[src/rtl/uart_pkg.sv]
// Shared types and constants for the UART receive controller.
package uart_pkg;

    localparam int unsigned DIV_W_DEF  = 16;
    localparam int unsigned DATA_W_DEF = 8;
    localparam int unsigned NBITS_W    = 4;
    localparam int unsigned NBITS_RST  = 8;
    // Holds 16*(15+2) = 272, the longest stop window.
    localparam int unsigned STOP_W     = 9;

    typedef enum logic [1:0] {
        ST_IDLE,
        ST_RUN,
        ST_STOP
    } state_e;

    // Ticks allowed for the frame in flight to complete: start + data + stop bits at 16x.
    function automatic logic [STOP_W-1:0] stop_load(input logic [NBITS_W-1:0] nbits);
        return (STOP_W'(nbits) + STOP_W'(2)) << 4;
    endfunction

endpackage

[src/rtl/uart_rx_fifo.sv]
// Small synchronous receive FIFO; a push on a full FIFO is dropped unless a pop frees a slot.
module uart_rx_fifo
    import uart_pkg::*;
#(
    parameter int unsigned DATA_W = DATA_W_DEF,
    parameter int unsigned DEPTH  = 4
) (
    input  logic                       clk,
    input  logic                       rst,
    input  logic                       push,
    input  logic                       pop,
    input  logic [DATA_W-1:0]          wdata,
    output logic [DATA_W-1:0]          rdata_c,
    output logic                       full_c,
    output logic                       valid,
    output logic [$clog2(DEPTH):0]     count
);

    localparam int unsigned PTR_W = $clog2(DEPTH);
    localparam int unsigned CNT_W = PTR_W + 1;

    logic [DATA_W-1:0] mem_q [DEPTH];
    logic [DATA_W-1:0] mem_d [DEPTH];
    logic [PTR_W-1:0]  wr_ptr_q, wr_ptr_d;
    logic [PTR_W-1:0]  rd_ptr_q, rd_ptr_d;
    logic [CNT_W-1:0]  count_q, count_d;
    logic              valid_q, valid_d;
    logic              do_push;
    logic              do_pop;

    assign full_c  = (count_q == CNT_W'(DEPTH));
    assign rdata_c = mem_q[rd_ptr_q];
    assign valid   = valid_q;
    assign count   = count_q;

    always_comb begin
        mem_d    = mem_q;
        wr_ptr_d = wr_ptr_q;
        rd_ptr_d = rd_ptr_q;
        count_d  = count_q;
        do_pop   = pop && (count_q != '0);
        do_push  = push && (!full_c || do_pop);
        if (do_push) begin
            mem_d[wr_ptr_q] = wdata;
            wr_ptr_d        = wr_ptr_q + PTR_W'(1);
        end
        if (do_pop) begin
            rd_ptr_d = rd_ptr_q + PTR_W'(1);
        end
        unique case ({do_push, do_pop})
            2'b10:   count_d = count_q + CNT_W'(1);
            2'b01:   count_d = count_q - CNT_W'(1);
            default: count_d = count_q;
        endcase
        valid_d = (count_d != '0);
    end

    always_ff @(posedge clk or posedge rst) begin
        if (rst) begin
            for (int i = 0; i < int'(DEPTH); i++) begin
                mem_q[i] <= '0;
            end
            wr_ptr_q <= '0;
            rd_ptr_q <= '0;
            count_q  <= '0;
            valid_q  <= 1'b0;
        end else begin
            mem_q    <= mem_d;
            wr_ptr_q <= wr_ptr_d;
            rd_ptr_q <= rd_ptr_d;
            count_q  <= count_d;
            valid_q  <= valid_d;
        end
    end

endmodule

[src/rtl/uart_rx_ctrl.sv]
// UART receiver sequencer: oversampling tick, run/stop gating, RxDone capture into
// a receive FIFO with sticky overrun.
module uart_rx_ctrl
    import uart_pkg::*;
#(
    parameter int unsigned DIV_W      = DIV_W_DEF,
    parameter int unsigned DATA_W     = DATA_W_DEF,
    parameter int unsigned FIFO_DEPTH = 4
) (
    input  logic                          Clk,
    input  logic                          Rst,
    input  logic                          Enable,
    input  logic [DIV_W-1:0]              Divisor,
    input  logic [NBITS_W-1:0]            NBitsCfg,
    output logic                          Tick,
    output logic                          RxEn,
    output logic [NBITS_W-1:0]            NBits,
    input  logic                          RxDone,
    input  logic [DATA_W-1:0]             RxData,
    output logic [DATA_W-1:0]             Data,
    output logic                          Valid,
    input  logic                          Ready,
    output logic [$clog2(FIFO_DEPTH):0]   Count,
    output logic                          Overrun,
    input  logic                          ClrOverrun
);

    state_e              state_q, state_d;
    logic [DIV_W-1:0]    cnt_q, cnt_d;
    logic [DIV_W-1:0]    div_q, div_d;
    logic [NBITS_W-1:0]  nbits_q, nbits_d;
    logic [STOP_W-1:0]   stop_cnt_q, stop_cnt_d;
    logic                tick_q, tick_d;
    logic                rx_en_q, rx_en_d;
    logic                sync1_q, sync1_d;
    logic                sync2_q, sync2_d;
    logic                sync3_q, sync3_d;
    logic                overrun_q, overrun_d;
    logic [DIV_W-1:0]    cnt_next;
    logic                rx_rise;
    logic                pop;
    logic                fifo_full;
    logic                fifo_valid;

    assign Tick    = tick_q;
    assign RxEn    = rx_en_q;
    assign NBits   = nbits_q;
    assign Valid   = fifo_valid;
    assign Overrun = overrun_q;

    // RxDone synchroniser and rising-edge detect; overrun only when a push finds no room.
    always_comb begin
        sync1_d   = RxDone;
        sync2_d   = sync1_q;
        sync3_d   = sync2_q;
        rx_rise   = sync2_q && !sync3_q;
        pop       = fifo_valid && Ready;
        overrun_d = (overrun_q && !ClrOverrun) || (rx_rise && fifo_full && !pop);
    end

    // Sequencer; Tick is registered one cycle ahead so it is high while the counter sits at Div-1.
    always_comb begin
        state_d    = state_q;
        cnt_d      = cnt_q;
        div_d      = div_q;
        nbits_d    = nbits_q;
        stop_cnt_d = stop_cnt_q;
        cnt_next   = (cnt_q == div_q - DIV_W'(1)) ? '0 : cnt_q + DIV_W'(1);
        unique case (state_q)
            ST_IDLE: begin
                stop_cnt_d = '0;
                if (Enable && (Divisor >= DIV_W'(2))) begin
                    div_d   = Divisor;
                    nbits_d = NBitsCfg;
                    state_d = ST_RUN;
                end
            end
            ST_RUN: begin
                cnt_d = cnt_next;
                if (!Enable) begin
                    stop_cnt_d = stop_load(nbits_q);
                    state_d    = ST_STOP;
                end
            end
            ST_STOP: begin
                cnt_d = cnt_next;
                if (tick_q) begin
                    stop_cnt_d = stop_cnt_q - STOP_W'(1);
                end
                if (rx_rise || (tick_q && (stop_cnt_q == STOP_W'(1))) || (stop_cnt_q == '0)) begin
                    state_d = ST_IDLE;
                end
            end
            default: state_d = ST_IDLE;
        endcase
        if (state_d == ST_IDLE) begin
            cnt_d = '0;
        end
        rx_en_d = (state_d != ST_IDLE);
        tick_d  = rx_en_d && (cnt_d == div_d - DIV_W'(1));
    end

    always_ff @(posedge Clk or posedge Rst) begin
        if (Rst) begin
            state_q    <= ST_IDLE;
            cnt_q      <= '0;
            div_q      <= '0;
            nbits_q    <= NBITS_W'(NBITS_RST);
            stop_cnt_q <= '0;
            tick_q     <= 1'b0;
            rx_en_q    <= 1'b0;
            sync1_q    <= 1'b0;
            sync2_q    <= 1'b0;
            sync3_q    <= 1'b0;
            overrun_q  <= 1'b0;
        end else begin
            state_q    <= state_d;
            cnt_q      <= cnt_d;
            div_q      <= div_d;
            nbits_q    <= nbits_d;
            stop_cnt_q <= stop_cnt_d;
            tick_q     <= tick_d;
            rx_en_q    <= rx_en_d;
            sync1_q    <= sync1_d;
            sync2_q    <= sync2_d;
            sync3_q    <= sync3_d;
            overrun_q  <= overrun_d;
        end
    end

    uart_rx_fifo #(
        .DATA_W (DATA_W),
        .DEPTH  (FIFO_DEPTH)
    ) u_fifo (
        .clk     (Clk),
        .rst     (Rst),
        .push    (rx_rise),
        .pop     (pop),
        .wdata   (RxData),
        .rdata_c (Data),
        .full_c  (fifo_full),
        .valid   (fifo_valid),
        .count   (Count)
    );

endmodule

[config.mk]
export PLATFORM = sky130hd
export DESIGN_NAME = uart_rx_ctrl
export DESIGN_NICKNAME = d
export VERILOG_FILES = /design/src/rtl/uart_pkg.sv /design/src/rtl/uart_rx_fifo.sv /design/src/rtl/uart_rx_ctrl.sv
export SDC_FILE = /design/constraint.sdc
export NUM_CORES = 1
export LEC_CHECK = 0
export BUFFER_PORTS_ARGS = -buffer_cell sky130_fd_sc_hd__buf_2
export CORE_ASPECT_RATIO = 0.8
export CORE_MARGIN = 3
export CORE_UTILIZATION = 54
export CTS_CLUSTER_SIZE = 16
export DETAILED_ROUTE_END_ITERATION = 6
export PLACE_DENSITY = 0.76
export SYNTH_ARGS = -nofsm -noshare
export SYNTH_HDL_FRONTEND = slang
export SYNTH_SLANG_ARGS = --single-unit
[constraint.sdc]
create_clock -name Clk -period 4.4 [get_ports Clk]
set_input_delay 1.32 -clock Clk [delete_from_list [all_inputs] [get_ports Clk]]
set_output_delay 1.32 -clock Clk [all_outputs]
set_load 0.03 [all_outputs]
Yosys cells after proc, flatten, opt, wreduce, memory -nomap -nowiden
Cells that the tools add are included.

word-level totals
  flip-flop bits (word level) = 93
  bits of input ports = 34
  output and inout bits = 19
  logic and storage cells = 92

operators by class
  add/sub/neg operators = 9
  order comparisons = 4
  eq/ne operators = 10
  multiplexer cells = 19
  bitwise logic cells = 2
  reduce and logical (&&, ||, !) cells = 29

operators with widths
  operator                                                             number
  two-way mux 16 bit                                                   5
  bitwise mux 32 bit                                                   1
  equality test 16 bit                                                 2
  subtractor 16 x 1 -> 16 bit (second input constant)                  2
  one-hot mux 9 bit (3 select lines)                                   1
  two-way mux 8 bit                                                    3
  two-way mux 9 bit                                                    2
  adder 16 x 1 -> 16 bit (second input constant)                       1
  binary-select mux 8 bit (select 2 bit)                               1
  demux 8 bit (select 2 bit)                                           1
  greater-or-equal comparator 16 x 2 -> 1 bit (second input constant)  1
  logical AND 1 bit                                                    11
  equality test 9 x 1 -> 1 bit (second input constant)                 1
  zero test 9 bit                                                      1
  nonzero test 3 bit                                                   3
  subtractor 9 x 1 -> 9 bit (second input constant)                    1
  greater-or-equal comparator 3 bit (second input constant)            2
  two-way mux 2 bit                                                    3
  inverter 2 -> 3 bit                                                  2
  one-hot mux 2 bit (3 select lines)                                   1
  one-hot mux 3 bit (2 select lines)                                   1
  adder 4 x 2 -> 5 bit (second input constant)                         1
  adder 2 x 1 -> 2 bit (second input constant)                         2
  equality test 2 x 1 -> 1 bit (second input constant)                 2
  other kinds (13)                                                     22

Depth between registers and ports, before layout
  depth after elaboration = 10
  mapped depth = 18
  depth with buffers taken out = 16

Hierarchy
Synthesis repeated with hierarchy kept, for this count alone.

unflattened totals
  cells, all modules = 602
  area total of the unflattened synthesis = 6010.8 um^2

modules (own cells, without submodules)
  module        instances  cells an instance  area an instance (um^2)  seq. area each (um^2)
  uart_rx_ctrl  1          460                4045.1                   1327.5
  uart_rx_fifo  1          142                1965.6                   1001.0

Worst setup path after synthesis
Ideal clock, no wire load.

  path kind = input port to flip-flop
  start = input port Divisor[4]
  end = register tick_q, in the netlist Tick
  setup time = 0.096 ns
  arrival time = 5.548 ns
  required time = 4.304 ns
  slack = -1.244 ns
  stages on the path = 16
  path buffers = 2
  path through = nor4_1 > nand4_1 > o21ai_2 > clkbuf_1 > clkbuf_1 > mux2i_1 > ha_1 > or3b_2 > or2_2 > mux2_2 > o22ai_1 > nor4b_1 > a31oi_1 > o32ai_2 > nand4b_1 > nor4_2

between the ends
  longest elaborated chain between the ends = 8
  elaborated cells between the ends (all ways) = 12
  classes of those cells = 1 x add/sub; 1 x order compare; 1 x eq/ne; 5 x mux; 4 x reduce/logical

RTL lines
  item                                                                                 RTL line             text
  from (decl)                                                                          uart_rx_ctrl.sv:13   input logic [DIV_W-1:0] Divisor,
  branches (longest 7 deep; another with greater-or-equal comparator 16 x 2 -> 1 bit)  --
  logical AND 1 bit *                                                                  uart_rx_ctrl.sv:100  tick_d = rx_en_d && (cnt_d == div_d - DIV_W'(1));
  named net tick_d                                                                     uart_rx_ctrl.sv:33   logic tick_q, tick_d;
  to (signal assigned)                                                                 uart_rx_ctrl.sv:122  tick_q <= tick_d;
  to (decl)                                                                            uart_rx_ctrl.sv:33

Mark *: on every way through the listed nets, which the timed path passes.
A chain may end at the register's enable or synchronous reset.

Worst setup path in the final report
  start = input port Divisor[10]
  end = register tick_q, in the netlist Tick

The elaborated chain is that of the path after synthesis.

==> key figures <==
Place
  • DP HPWL: between 10 and 15 mm
  • Port Buf Inserts: 52
  • Placed Area: about 6300 sq um
  • Gpl congestion: about 0.99

Global route
  • Gr usage total: 0.249
  • Initial antenna violation count: 0
  • Vias in the first global route: ~4500
  • Largest net degree at the start of global routing: 40
  • Total congestion overflow: 0
  • Global-route wire length before repair: around 23 mm

Drt
  • Drt pass-1 iters: 5
  • Routed Wire Length: between 10 and 15 mm
  • Routed met1 length: approximately 6.5 mm
  • Met3 routed WL: 1.26 mm
  • Routed length per placed instance: between 15 and 20 um
  • Post-route DRC violation count: 0
  • Post-route ant nets: 0
  • Uppermost layer routed: met4
  • Wire length on met2: around 6.4 mm
  • DR iter-0 viols: 362
  • DR vias: ~4500
  • Vias per inst: just under 6

Synthesis
  • YS warnings: 0
  • Post-synthesis sequential area ratio: 0.409
  • Post-Syn Nets: just over 600
  • Cell Area, Synth: around 5700 sq um
  • Async SR Flop Fraction: 1.00
  • Yosys top cell area share: 0.404
  • Cells after Synth: approximately 560
  • Synth top area cells: dfrtp_1, mux2_2, xnor2_1
  • Area leader, netlist: dfrtp_1
  • Netlist cell types: 68
  • Syn_area_per_cell: a little over 10 sq um
  • EDFF count, synth: 0
  • Seq cells post-synth: 93
  • Top FF cell, synth: dfrtp_1

Finish
  • Commonest non-fill, non-tap cell in the layout: dfrtp_1
  • # diodes: 0
  • Fin util: 0.667
  • Most frequent cells in the layout: dfrtp_1, buf_2, nor2_1, mux2_2, xnor2_1
  • Fill count: 781
  • Share of cells above drive strength 1: 0.280
  • Layout overhead on the synthesized area: 16.8%
  • Final Cell Area: 6650 sq um
  • NumNets Final: just under 700

CTS
  • CTS H-Tree Depth: 3
  • Clk buf depth: 2
  • Clock Sinks: between 90 and 100
  • Number of CTS-inserted buffers: 9
  • Post-CTS Hold Fix Bufs: 0
  • Clock latency on the worst-skew pair: between 0.3 and 0.4 ns
  • Clk pin slew, worst setup/hold paths: 0.07 ns
  • Clock Tree Root: clkbuf_16
  • TritonCTS clock tree: done

Floorplan
  • Die Width: 121 um
  • I/O pins: 53
  • Rows: 32
  • Die height: just under 100 um
  • Starting density of the core: 0.571
  • Core area: roughly 10000 sq um
  • Die area: approximately 12000 sq um

Timing
  • Minimum clock period: between 4 and 5 ns
  • Slew headroom: 0.417
  • Final period util: 0.984
  • Peak Freq: 231 MHz
  • Max-slew violations: 0
  • Tightest Pin Transition: 0.873 ns
  • RSZ-0062 raised after global routing: yes
  • Layout Skew: about 0.010 ns
  • Final hold vios: 0
  • # setup viols final: 0

Worst setup path
  • Crit path DAT: about 4.6 ns
  • R2r setup slk: about 0.37 ns
  • CP Class: input pin to register
  • Reg2reg path depth: 12
  • CP Capture Type: register
  • Critical Path Fanout Max: 4
  • WP data required: 4.66 ns
  • Worst setup SP type: input pin

Pwr
  • Pwr Total: between 0.004 and 0.005 W
  • Leakage power: about 2.9 nW
  • Max IR drop VDD: between 0.4 and 0.5 mV
  • Pwr/cell area: ~710 nW/um^2

Min path
  • Hold Path Class: register to register
  • Hold depth: 0

Run
  • Reported max-cap violation count: 0

Outcome
  • Status: completed
## power by group
part           total, W  switching (W)  internal [W]  leakage, nW
Clock          0.000745       0.000353      0.000391        0.142
Combinational   0.00244        0.00137       0.00107         1.61
Sequential      0.00157       0.000379       0.00119         1.16
Total           0.00475        0.00210       0.00265         2.91
## flip-flops by register name, summed over array words and instances, names as in the netlist
name,count
u_fifo.mem_q,32
cnt_q,16
div_q,16
stop_cnt_q,9
NBits,4
u_fifo.count,3
state_q,2
u_fifo.rd_ptr_q,2
u_fifo.wr_ptr_q,2
Overrun,1
RxEn,1
Tick,1
sync1_q,1
sync2_q,1
sync3_q,1
u_fifo.valid,1
## path summary, 6_finish.rpt
check | start | to
max | Divisor[10] | Tick
min | sync1_q | sync2_q
max reg2reg | div_q[0] | Tick
min reg2reg | sync1_q | sync2_q
max in group asynchronous | Rst | cnt_q[2]
min in group asynchronous | Rst | u_fifo.mem_q[31]
## routing by layer
layer,vias to the layer above,track usage
met2,176,0.376
met5,-,0
li1,2142,-
met3,18,0.0683
met4,0,0.0627
met1,2207,0.359
## worst max-delay path, stage by stage
cell	delay, ns
buf_8	0.10
nor4_4	0.27
buf_4	0.18
nand4_1	0.16
o21ai_4	0.27
mux2i_2	0.27
ha_2	0.21
or3b_4	0.37
or2_4	0.23
mux2_4	0.30
o22ai_4	0.18
nor4b_2	0.23
a31oi_1	0.08
o32ai_2	0.12
nand4b_1	0.15
nor4_2	0.15
## cell usage after synthesis, types with 2 or more instances
cell type  count
dfrtp_1       92
nor2_1        48
mux2_2        44
xnor2_1       37
nand2_1       35
xor2_1        28
inv_1         25
o21ai_0       23
clkbuf_1      19
nor3_1        19
a21oi_1       17
ha_1          16
mux2i_1       11
and2_1         9
nand3_1        9
nor4_1         9
mux4_2         8
nand4_1        6
nor4b_1        6
a31oi_1        5
and4_1         5
nand2b_1       5
o31ai_1        5
or4_1          5
and3_1         4
nor2b_1        4
or2_2          4
or3_1          4
a211oi_1       3
a32oi_1        3
nand4b_1       3
a211o_1        2
a21o_1         2
a22o_1         2
a22oi_1        2
a41oi_1        2
buf_6          2
o21ai_2        2
o22ai_1        2
o311a_1        2
or3b_2         2
## logic make-up after synthesis
family / count (synthesis) / synth area share
adder cells (fa/ha/maj): 17 / 0.0387
multiplexers: 63 / 0.138
AO/OA/AOI/OAI: 85 / 0.101
buffers and inverters: 50 / 0.0367
AND/OR/NAND/NOR: 184 / 0.172
flip-flops: 93 / 0.409
XOR/XNOR: 66 / 0.104
## repair_timing
action | in CTS | in global routing
gates resized for setup | 0 | 9
buffers inserted | 0 | 3
setup endpoints to repair | 0 | 1
## metrics by stage
stage | setup WS [ns] | std cells | hold slack, ns | setup TNS [ns]
3_5_place_dp | -0.340 | 750 | 0.335 | -0.340
2_1_floorplan | -0.367 | 558 | 0.331 | -0.367
4_1_cts | 0.0287 | 766 | 0.350 | 0
5_1_grt | -0.0507 | 769 | 0.360 | -0.0507
3_3_place_gp | -0.163 | 750 | 0.333 | -0.163
6_report | 0.0724 | 769 | 0.349 | 0
## layout make-up
cell class	instances	area (sq um)	share of cell area
timing repair buffer	84	517	0.0777
inverter	25	95.1	0.0143
clock buffer	9	225	0.0339
multi-input combinational	415	3260	0.490
sequential	93	2330	0.350
clock inverter	7	56.3	0.00847
tap	136	170	0.0256
Power figures use the tool's default switching activity.
